[config.mk]
export PLATFORM = sky130hd
export DESIGN_NAME = traffic_phase_controller
export DESIGN_NICKNAME = d
export VERILOG_FILES = /design/src/rtl/traffic_phase_controller.sv
export SDC_FILE = /design/constraint.sdc
export NUM_CORES = 1
export LEC_CHECK = 0
export ABC_CLOCK_PERIOD_IN_PS = 3300
export CAP_MARGIN = 5
export CORE_MARGIN = 2
export CORE_UTILIZATION = 45
export DETAILED_ROUTE_END_ITERATION = 6
export MAX_ROUTING_LAYER = met4
export PLACE_DENSITY_LB_ADDON = 0.08
export SLEW_MARGIN = 20
export SYNTH_ARGS = -nofsm -noshare
export SYNTH_HDL_FRONTEND = slang
export SYNTH_SLANG_ARGS = --single-unit
export TNS_END_PERCENT = 100
[constraint.sdc]
create_clock -name clk -period 3.3 [get_ports clk]
set_clock_uncertainty 0.1 [all_clocks]
set_input_delay 0.66 -clock clk [delete_from_list [all_inputs] [get_ports clk]]
set_output_delay 0.66 -clock clk [all_outputs]
set_load 0.05 [all_outputs]
[src/rtl/traffic_phase_controller.sv]
// Intersection phase sequencer: main/side/walk state machine with a per-phase
// second counter; every output is a register loaded on the same edge as the state.
module traffic_phase_controller #(
  parameter int T_BASE = 6,
  parameter int T_EXT  = 3,
  parameter int T_YEL  = 2
) (
  input  logic       clk,
  input  logic       global_reset_n,
  input  logic       tick_1hz,
  input  logic       traffic_sensor_sync,
  input  logic       walk_request_sync,
  input  logic       reprogram_sync,
  output logic [2:0] main_lamp,
  output logic [2:0] side_lamp,
  output logic       walk_lamp,
  output logic [2:0] phase,
  output logic [3:0] remaining
);

  typedef enum logic [2:0] {
    MAIN_G1 = 3'd0,
    MAIN_G2 = 3'd1,
    MAIN_Y  = 3'd2,
    WALK    = 3'd3,
    SIDE_G1 = 3'd4,
    SIDE_G2 = 3'd5,
    SIDE_Y  = 3'd6
  } state_t;

  localparam logic [3:0] T_BASE_C = 4'(T_BASE);
  localparam logic [3:0] T_EXT_C  = 4'(T_EXT);
  localparam logic [3:0] T_YEL_C  = 4'(T_YEL);

  state_t     state_q, state_d;
  logic [3:0] remaining_q, remaining_d;
  logic       walk_pending_q, walk_pending_d;
  logic [6:0] lamps_d;

  // Lamp pattern {main[2:0], side[2:0], walk}; lamp vectors are {red, yellow, green}.
  function automatic logic [6:0] decode_lamps(input state_t s);
    logic [6:0] l;
    case (s)
      MAIN_G1, MAIN_G2: l = {3'b001, 3'b100, 1'b0};
      MAIN_Y:           l = {3'b010, 3'b100, 1'b0};
      WALK:             l = {3'b100, 3'b100, 1'b1};
      SIDE_G1, SIDE_G2: l = {3'b100, 3'b001, 1'b0};
      SIDE_Y:           l = {3'b100, 3'b010, 1'b0};
      default:          l = {3'b001, 3'b100, 1'b0};
    endcase
    return l;
  endfunction

  // Next-state, interval reload and pedestrian latch.
  always_comb begin
    state_d        = state_q;
    remaining_d    = remaining_q;
    walk_pending_d = walk_pending_q | (walk_request_sync & (state_q != WALK));
    if (reprogram_sync || (3'(state_q) == 3'd7)) begin
      state_d     = MAIN_G1;
      remaining_d = T_BASE_C;
    end else if (tick_1hz) begin
      if (remaining_q > 4'd1) begin
        remaining_d = remaining_q - 4'd1;
      end else begin
        // Expiry: the sensor only matters on this clock.
        case (state_q)
          MAIN_G1: begin
            state_d     = MAIN_G2;
            remaining_d = traffic_sensor_sync ? T_EXT_C : T_BASE_C;
          end
          MAIN_G2: begin
            state_d     = MAIN_Y;
            remaining_d = T_YEL_C;
          end
          MAIN_Y: begin
            if (walk_pending_q || walk_request_sync) begin
              state_d        = WALK;
              remaining_d    = T_EXT_C;
              walk_pending_d = 1'b0;
            end else begin
              state_d     = SIDE_G1;
              remaining_d = T_BASE_C;
            end
          end
          WALK: begin
            state_d     = SIDE_G1;
            remaining_d = T_BASE_C;
          end
          SIDE_G1: begin
            if (traffic_sensor_sync) begin
              state_d     = SIDE_G2;
              remaining_d = T_EXT_C;
            end else begin
              state_d     = SIDE_Y;
              remaining_d = T_YEL_C;
            end
          end
          SIDE_G2: begin
            state_d     = SIDE_Y;
            remaining_d = T_YEL_C;
          end
          SIDE_Y: begin
            state_d     = MAIN_G1;
            remaining_d = T_BASE_C;
          end
          default: begin
            state_d     = MAIN_G1;
            remaining_d = T_BASE_C;
          end
        endcase
      end
    end else begin
      remaining_d = remaining_q;
    end
    lamps_d = decode_lamps(state_d);
  end

  // State, timer, pending latch and lamp registers.
  always_ff @(posedge clk) begin
    if (!global_reset_n) begin
      state_q        <= MAIN_G1;
      remaining_q    <= T_BASE_C;
      walk_pending_q <= 1'b0;
      main_lamp      <= 3'b001;
      side_lamp      <= 3'b100;
      walk_lamp      <= 1'b0;
    end else begin
      state_q        <= state_d;
      remaining_q    <= remaining_d;
      walk_pending_q <= walk_pending_d;
      main_lamp      <= lamps_d[6:4];
      side_lamp      <= lamps_d[3:1];
      walk_lamp      <= lamps_d[0];
    end
  end

  assign phase     = 3'(state_q);
  assign remaining = remaining_q;

endmodule
==> summary.md, run 1 <==
| Metric | Value |
|---|---|
| Status | finished with violations |
| Failing checks | design-rule violations |
| HP Class | reg2reg |
| CP arrival | 1.78 ns |
| CTS Buf Count | 3 |
| Commonest non-fill, non-tap cell in the layout | clkdlybuf4s50_1 |
| Startpoint Class | flip-flop |
| Internal | 0.245 mW |
| Commonest cells after routing, fill and taps aside | clkdlybuf4s50_1 (19), dfxtp_1 (15), nor2_1 (9), nand2_1 (8), nor3_1 (5) |
| WHS Path Cells | 2 |
| Clk pwr share | 0.331 |
| DP Area | 941 sq um |
| Max Clk Rate | 0.394 GHz |
| Routed wire length | 1570 um |
| Yosys cell types | 38 |
| Die height | 44.6 um |
| Total nets after synthesis | 94 |
| Sw power | 0.0805 mW |
| Setup tns final | 0 ns |
| Number of port buffers | 19 |
| CTS Hold Bufs | 0 |
| CTS tree | yes |
| Vias | 709 |
| Die width | 44.6 um |
| Slowest CP cell | clkdlybuf4s50_1 |
| Worst IR Drop VDD | 0.210 mV |
| DR DRC count | 2 |
| Vias per inst | 5.76 |
| Worst hold slack | 0.436 ns |
| Final setup violation count | 0 |
| Final core occ | 0.635 |
| # IOs | 20 |
| Root Driver | clkbuf_4 |
| WS Path Type | reg2out |
| Reg power frac | 0.570 |
| H-tree level count | 1 |
| Initial antenna violation count | 0 |
| Largest stage delay, worst path | 0.89 ns |
| # clock sinks | 15 |
| Post-synth EDFFs | 0 |
| Post_cts resized | 0 |
| Switch share | 0.247 |
| Post-CTS Setup Inserts | 0 |
| Gr usage total | 0.186 |
| NumNets Final | 116 |
| Largest net degree at the start of global routing | 14 |
| Part of the cycle the worst path needs | 0.768 |
| R2R cell count | 7 |
| Proportion of layout cells with a drive suffix above 1 | 0.103 |
| Syn avg cell area | 8.64 sq um |
| Crit-path leading delay family | buffers and inverters |
| Antenna Cells | 0 |
| Die area | 1990 sq um |
| R2R setup slack | 1.18 ns |
| Overflow after GRT | 0 |
| Yosys warns | 0 |
| First-pass GRT wire length | 2520 um |
| WP depth | 1 |
| Post-synthesis register bit count | 15 |
| Initial core utilization | 0.488 |
| Sequential fraction of the synthesis area | 0.404 |
| Hold Fails Final Rpt | 0 |
| Ys flop type | dfxtp_1 |
| Routed Antenna Nets | 0 |
| Combinational power share | 0.099 |
| Critical Path Fanout Max | 13 |
| Global placer's final weighted congestion | 0.790 |
| Vias in the first global route | 587 |
| Clk slew on worst S/H paths | 0.09 ns |
| Slew headroom | 0.667 |
| Ys async rst share | 0 |
| Starting DRT DRC Count | 9 |
| Clk buf depth | 2 |
| DP HPWL | 1190 um |
| # rows | 14 |
| RSZ-0062 raised after global routing | false |
| Leakage | 0.349 nW |
| Mapped Area | 743 sq um |
| Clock Latency Late Sink | 0.29 ns |
| Layout Area Growth over Synthesis | 30.1% |
| Final min period | 2.54 ns |
| Pwr Density | 336 nW/um^2 |
| Required time of the critical path | 2.54 ns |
| Pre-antenna DRT Iters | 7 |
| Cells after Synth | 86 |
| Max Cap Violations | 0 |
| CP cell instances | clkdlybuf4s50_1 |
| Final Cell Area | 967 sq um |
| Routed WL per cell | 12.8 um |
| Worst path bufs/invs | 1 |
| Worst slew pin tran | 0.498 ns |
| Worst setup EP type | output port |
| Total core area | 1520 sq um |
| Max-slew violation count | 0 |
synthesized netlist by cell type (2+ instances only):
master | n | area, sq um
a211oi_1 | 2 | 15.0
a21boi_0 | 2 | 15.0
a21oi_1 | 4 | 20.0
and2_1 | 2 | 12.5
dfxtp_1 | 15 | 300
ha_1 | 2 | 25.0
inv_1 | 3 | 11.3
nand2_1 | 8 | 30.0
nand2b_1 | 2 | 12.5
nand3_1 | 2 | 10.0
nor2_1 | 9 | 33.8
nor2b_1 | 2 | 12.5
nor3_1 | 5 | 25.0
o211ai_1 | 2 | 15.0
o21ai_0 | 3 | 15.0
worst paths after layout:
check,to,from
min reg2reg,walk_pending_q,walk_pending_q
max,phase[1],phase[1]
max reg2reg,main_lamp[1],remaining[0]
min,walk_pending_q,walk_pending_q
through the flow:
| stage | power, mW | cells | worst slack, ns |
|---|---|---|---|
| 4_1_cts | 0.326 | 123 | 0.772 |
| 3_3_place_gp | 0.222 | 119 | 0.819 |
| 3_5_place_dp | 0.222 | 119 | 0.802 |
| 6_report | 0.325 | 123 | 0.765 |
| 5_1_grt | 0.337 | 123 | 0.706 |
| 2_1_floorplan | 0.208 | 86 | 1.05 |
worst min-delay path: cells and delay by family (launching register included):
family	cells	cell delay, ns
flops	1	0.33
compound gates	2	0.17
flip-flops by register name, indices dropped and copies added (netlist names):
register        cells
walk_lamp           1
main_lamp           3
side_lamp           3
walk_pending_q      1
remaining           4
phase               3
metal layers:
| metal | part of all wire | global-route usage | up-vias |
|---|---|---|---|
| met3 | 0.045 | 0.0367 | 7 |
| li1 | - | - | 354 |
| met2 | 0.48 | 0.304 | 22 |
| met1 | 0.45 | 0.207 | 326 |
| met4 | 0.020 | 0.109 | 0 |
| met5 | 0 | - | - |
cell type report:
class,instances,area (sq um)
Timing Repair Buffer,19,190
Sequential cell,15,300
Inverter,5,20.0
Clock buffer,4,26.3
Tap cell,16,20.0
Fill cell,140,557
Multi-Input combinational cell,64,410
power by group through the flow:
stage | clock, mW | sequential, mW | combinational [mW]
2_1_floorplan | 0 | 0.194 | 0.0142
3_3_place_gp | 0 | 0.190 | 0.0322
3_5_place_dp | 0 | 0.190 | 0.0321
4_1_cts | 0.108 | 0.185 | 0.0323
5_1_grt | 0.115 | 0.186 | 0.0359
6_report | 0.108 | 0.185 | 0.0323
kinds of logic after synthesis:
group | count (synthesis) | share of synthesized area
AOI/OAI and AO/OA | 22 | 0.227
xor gates and xnor gates | 1 | 0.0118
adders and majority gates | 2 | 0.0337
buffers and inverters | 7 | 0.0438
DFF | 15 | 0.404
and+or+nand+nor | 39 | 0.279
Power figures use the tool's default switching activity.
==> run 2, diff against run 1 <==
--- a/config.mk
+++ b/config.mk
@@ -5,10 +5,10 @@
 export SDC_FILE = /design/constraint.sdc
 export NUM_CORES = 1
 export LEC_CHECK = 0
-export ABC_CLOCK_PERIOD_IN_PS = 3300
+export ABC_CLOCK_PERIOD_IN_PS = 2240
 export CAP_MARGIN = 5
 export CORE_MARGIN = 2
-export CORE_UTILIZATION = 45
+export CORE_UTILIZATION = 41
 export DETAILED_ROUTE_END_ITERATION = 6
 export MAX_ROUTING_LAYER = met4
 export PLACE_DENSITY_LB_ADDON = 0.08
==> constraint.sdc (replaced) <==
create_clock -name clk -period 2.24 [get_ports clk]
set_clock_uncertainty 0.1 [all_clocks]
set_input_delay 0.448 -clock clk [delete_from_list [all_inputs] [get_ports clk]]
set_output_delay 0.448 -clock clk [all_outputs]
set_load 0.05 [all_outputs]
==> run 2 against run 1 <==
  * The flow now finishes without violations
  * Combinational power increased by 58%
  * Sequential share of layout area decreased by 0.92 points
  * Register-to-register slack got worse by 1.0 ns
  * Clock power increased by 44%
  * Sequential power increased by 48%
  * Routed wire length increased by 5.2%
  * Utilization decreased by 4.9 points
  * Sequential cell count unchanged
  * Die area increased by 8.9%
  * Critical path depth unchanged
  * Final cell count increased by 9.8%
==> summary.md, run 2 (synthesis results as in run 1) <==
| Metric | Value |
|---|---|
| Max-slew violation count | 0 (unchanged) |
| CTS Buf Count | 3 (unchanged) |
| Setup tns final | 0 ns (unchanged) |
| Worst path bufs/invs | 1 (unchanged) |
| Number of flip-flops in the largest register | 4 (unchanged) |
| Hold Path End | remaining[0] |
| Number of port buffers | 19 (unchanged) |
| Pre-antenna DRT Iters | 4 (-3) |
| CTS tree | yes |
| CP cell instances | clkdlybuf4s50_1 |
| Routed Antenna Nets | 0 (unchanged) |
| WS Path Type | reg2out |
| Root Driver | clkbuf_4 |
| Crit-path leading delay family | buffers and inverters |
| H-tree level count | 1 (unchanged) |
| Critical R2R Launch | remaining[0] |
| Gr usage total | 0.177 (-0.00918) |
| Total core area | 1710 sq um (+12%) |
| Die width | 46.6 um (+4.3%) |
| First-pass GRT wire length | 2550 um (+1.1%) |
| Min-delay src | remaining[0] |
| HP Class | reg2reg |
| Dpl ws | 0.0624 ns (-0.740 ns) |
| Worst setup EP type | output port |
| Non-Filler Instances | 135 (+9.8%) |
| Clock Latency Late Sink | 0.29 ns (about the same) |
| RR Endpoint | main_lamp[1] |
| Worst slew pin tran | 0.501 ns (+0.00247 ns) |
| Die height | 46.6 um (+4.3%) |
| Fin worst setup slack | 0.0851 ns (-0.680 ns) |
| Die area | 2170 sq um (+8.9%) |
| Part of the cycle the worst path needs | 0.962 |
| Overflow after GRT | 0 (unchanged) |
| Final min period | 2.15 ns |
| Clk buf depth | 2 (unchanged) |
| Commonest cells after routing, fill and taps aside | clkdlybuf4s50_1 (16), dfxtp_1 (14), nor2_1 (9), nand2_1 (8) |
| Final setup violation count | 0 (unchanged) |
| Max Cap Violations | 0 (unchanged) |
| Routed WL per cell | 12.2 um (-4.1%) |
| Commonest non-fill, non-tap cell in the layout | clkdlybuf4s50_1 |
| R2R setup slack | 0.16 ns (-1.02 ns) |
| Initial core utilization | 0.435 (-0.0525) |
| DP Area | 971 sq um (+3.2%) |
| Worst IR Drop VDD | 0.337 mV (+60%) |
| Final Cell Area | 1000 sq um (+3.5%) |
| Max Clk Rate | 0.464 GHz |
| Largest net degree at the start of global routing | 14 (unchanged) |
| CP arrival | 1.61 ns (-0.17 ns) |
| Critical Path Fanout Max | 8 (-5) |
| WHS Path Cells | 2 (unchanged) |
| Starting DRT DRC Count | 15 (+6) |
| Vias | 695 (-2.0%) |
| # clock sinks | 15 (unchanged) |
| DR DRC count | 0 (-2) |
| Leakage | 0.370 nW (+5.9%) |
| RSZ-0062 raised after global routing | false |
| Routed wire length | 1650 um (+5.2%) |
| Placed cells | 131 (+10%) |
| Slew headroom | 0.666 (-0.00115) |
| Vias in the first global route | 550 (-6.3%) |
| Proportion of layout cells with a drive suffix above 1 | 0.164 (+0.0608) |
| Slowest CP cell | clkdlybuf4s50_1 |
| Pwr Density | 479 nW/um^2 (+42%) |
| # IOs | 20 (unchanged) |
| R2R cell count | 7 (unchanged) |
| NumNets Final | 119 (+2.6%) |
| Vias per inst | 5.15 (-11%) |
| DP HPWL | 1210 um (+1.4%) |
| Global placer's final weighted congestion | 0.860 (+8.9%) |
| Largest stage delay, worst path | 0.85 ns (-0.04 ns) |
| Initial antenna violation count | 0 (unchanged) |
| Startpoint Class | flip-flop |
| Antenna Cells | 0 (unchanged) |
| Layout Area Growth over Synthesis | 34.7% |
| Required time of the critical path | 1.69 ns (-0.85 ns) |
| # rows | 15 (+1) |
| Hold Fails Final Rpt | 0 (unchanged) |
| Clk slew on worst S/H paths | 0.09 ns (about the same) |
| Status | completed |
[run 2: cell count changes in the layout (fill, tap and decap cells not counted), sizes merged]
| cell | before | now |
|---|---|---|
| buf | 0 | 5 |
| clkbuf | 4 | 3 |
| clkdlybuf4s50 | 19 | 16 |
| clkinv | 1 | 2 |
| dlymetal6s2s | 0 | 1 |
[run 2: final cells by class]
cell class              instances  area (sq um)
fillers                       157           707
multi-input cells              64           410
flip-flops and latches         15           302
repair buffers                 22           210
well taps                      25          31.3
clock buffers                   3          22.5
inverters                       5          20.0
clock inverters                 1          5.00
[run 2: power breakdown]
part	total (mW)	switching, mW	internal, mW	leakage (nW)
sequential	0.273	0.00342	0.270	0.122
combinational	0.0510	0.0269	0.0241	0.230
clock	0.155	0.0887	0.0665	0.0177
[run 2: worst max path at each step]
stage | startpoint | endpoint | slack [ns] | depth (start not counted)
after global routing | phase[2] | phase[2] | 0.03 | 1
after global placement | walk_request_sync | main_lamp[1] | 0.04 | 6
after detailed placement | walk_request_sync | main_lamp[1] | 0.06 | 6
after floorplan | remaining[1] | main_lamp[2] | 0.02 | 6
after CTS | remaining[2] | remaining[2] | 0.05 | 1
final | phase[2] | phase[2] | 0.09 | 1
[run 2: through the flow]
step                      utilization  power (mW)  hold WS (ns)
after global routing            0.586       0.498         0.461
after global placement          0.568       0.330         0.407
after CTS                       0.585       0.485         0.425
after detailed placement        0.568       0.330         0.412
after floorplan                     -       0.307         0.394
final                           0.586       0.480         0.428
[run 2: repair_timing]
action                                  in CTS  in global routing
hold buffers                                 0                  0
endpoints found under the setup margin       0                  1
setup buffers                                0                  0
gates resized for setup                      0                  1
[run 2: routing by layer]
layer | up-vias | share of wire | GRT usage
met4 | 0 | 0.025 | 0.103
li1 | 357 | - | -
met1 | 310 | 0.50 | 0.246
met2 | 23 | 0.41 | 0.231
met5 | - | 0 | -
met3 | 5 | 0.067 | 0.0353
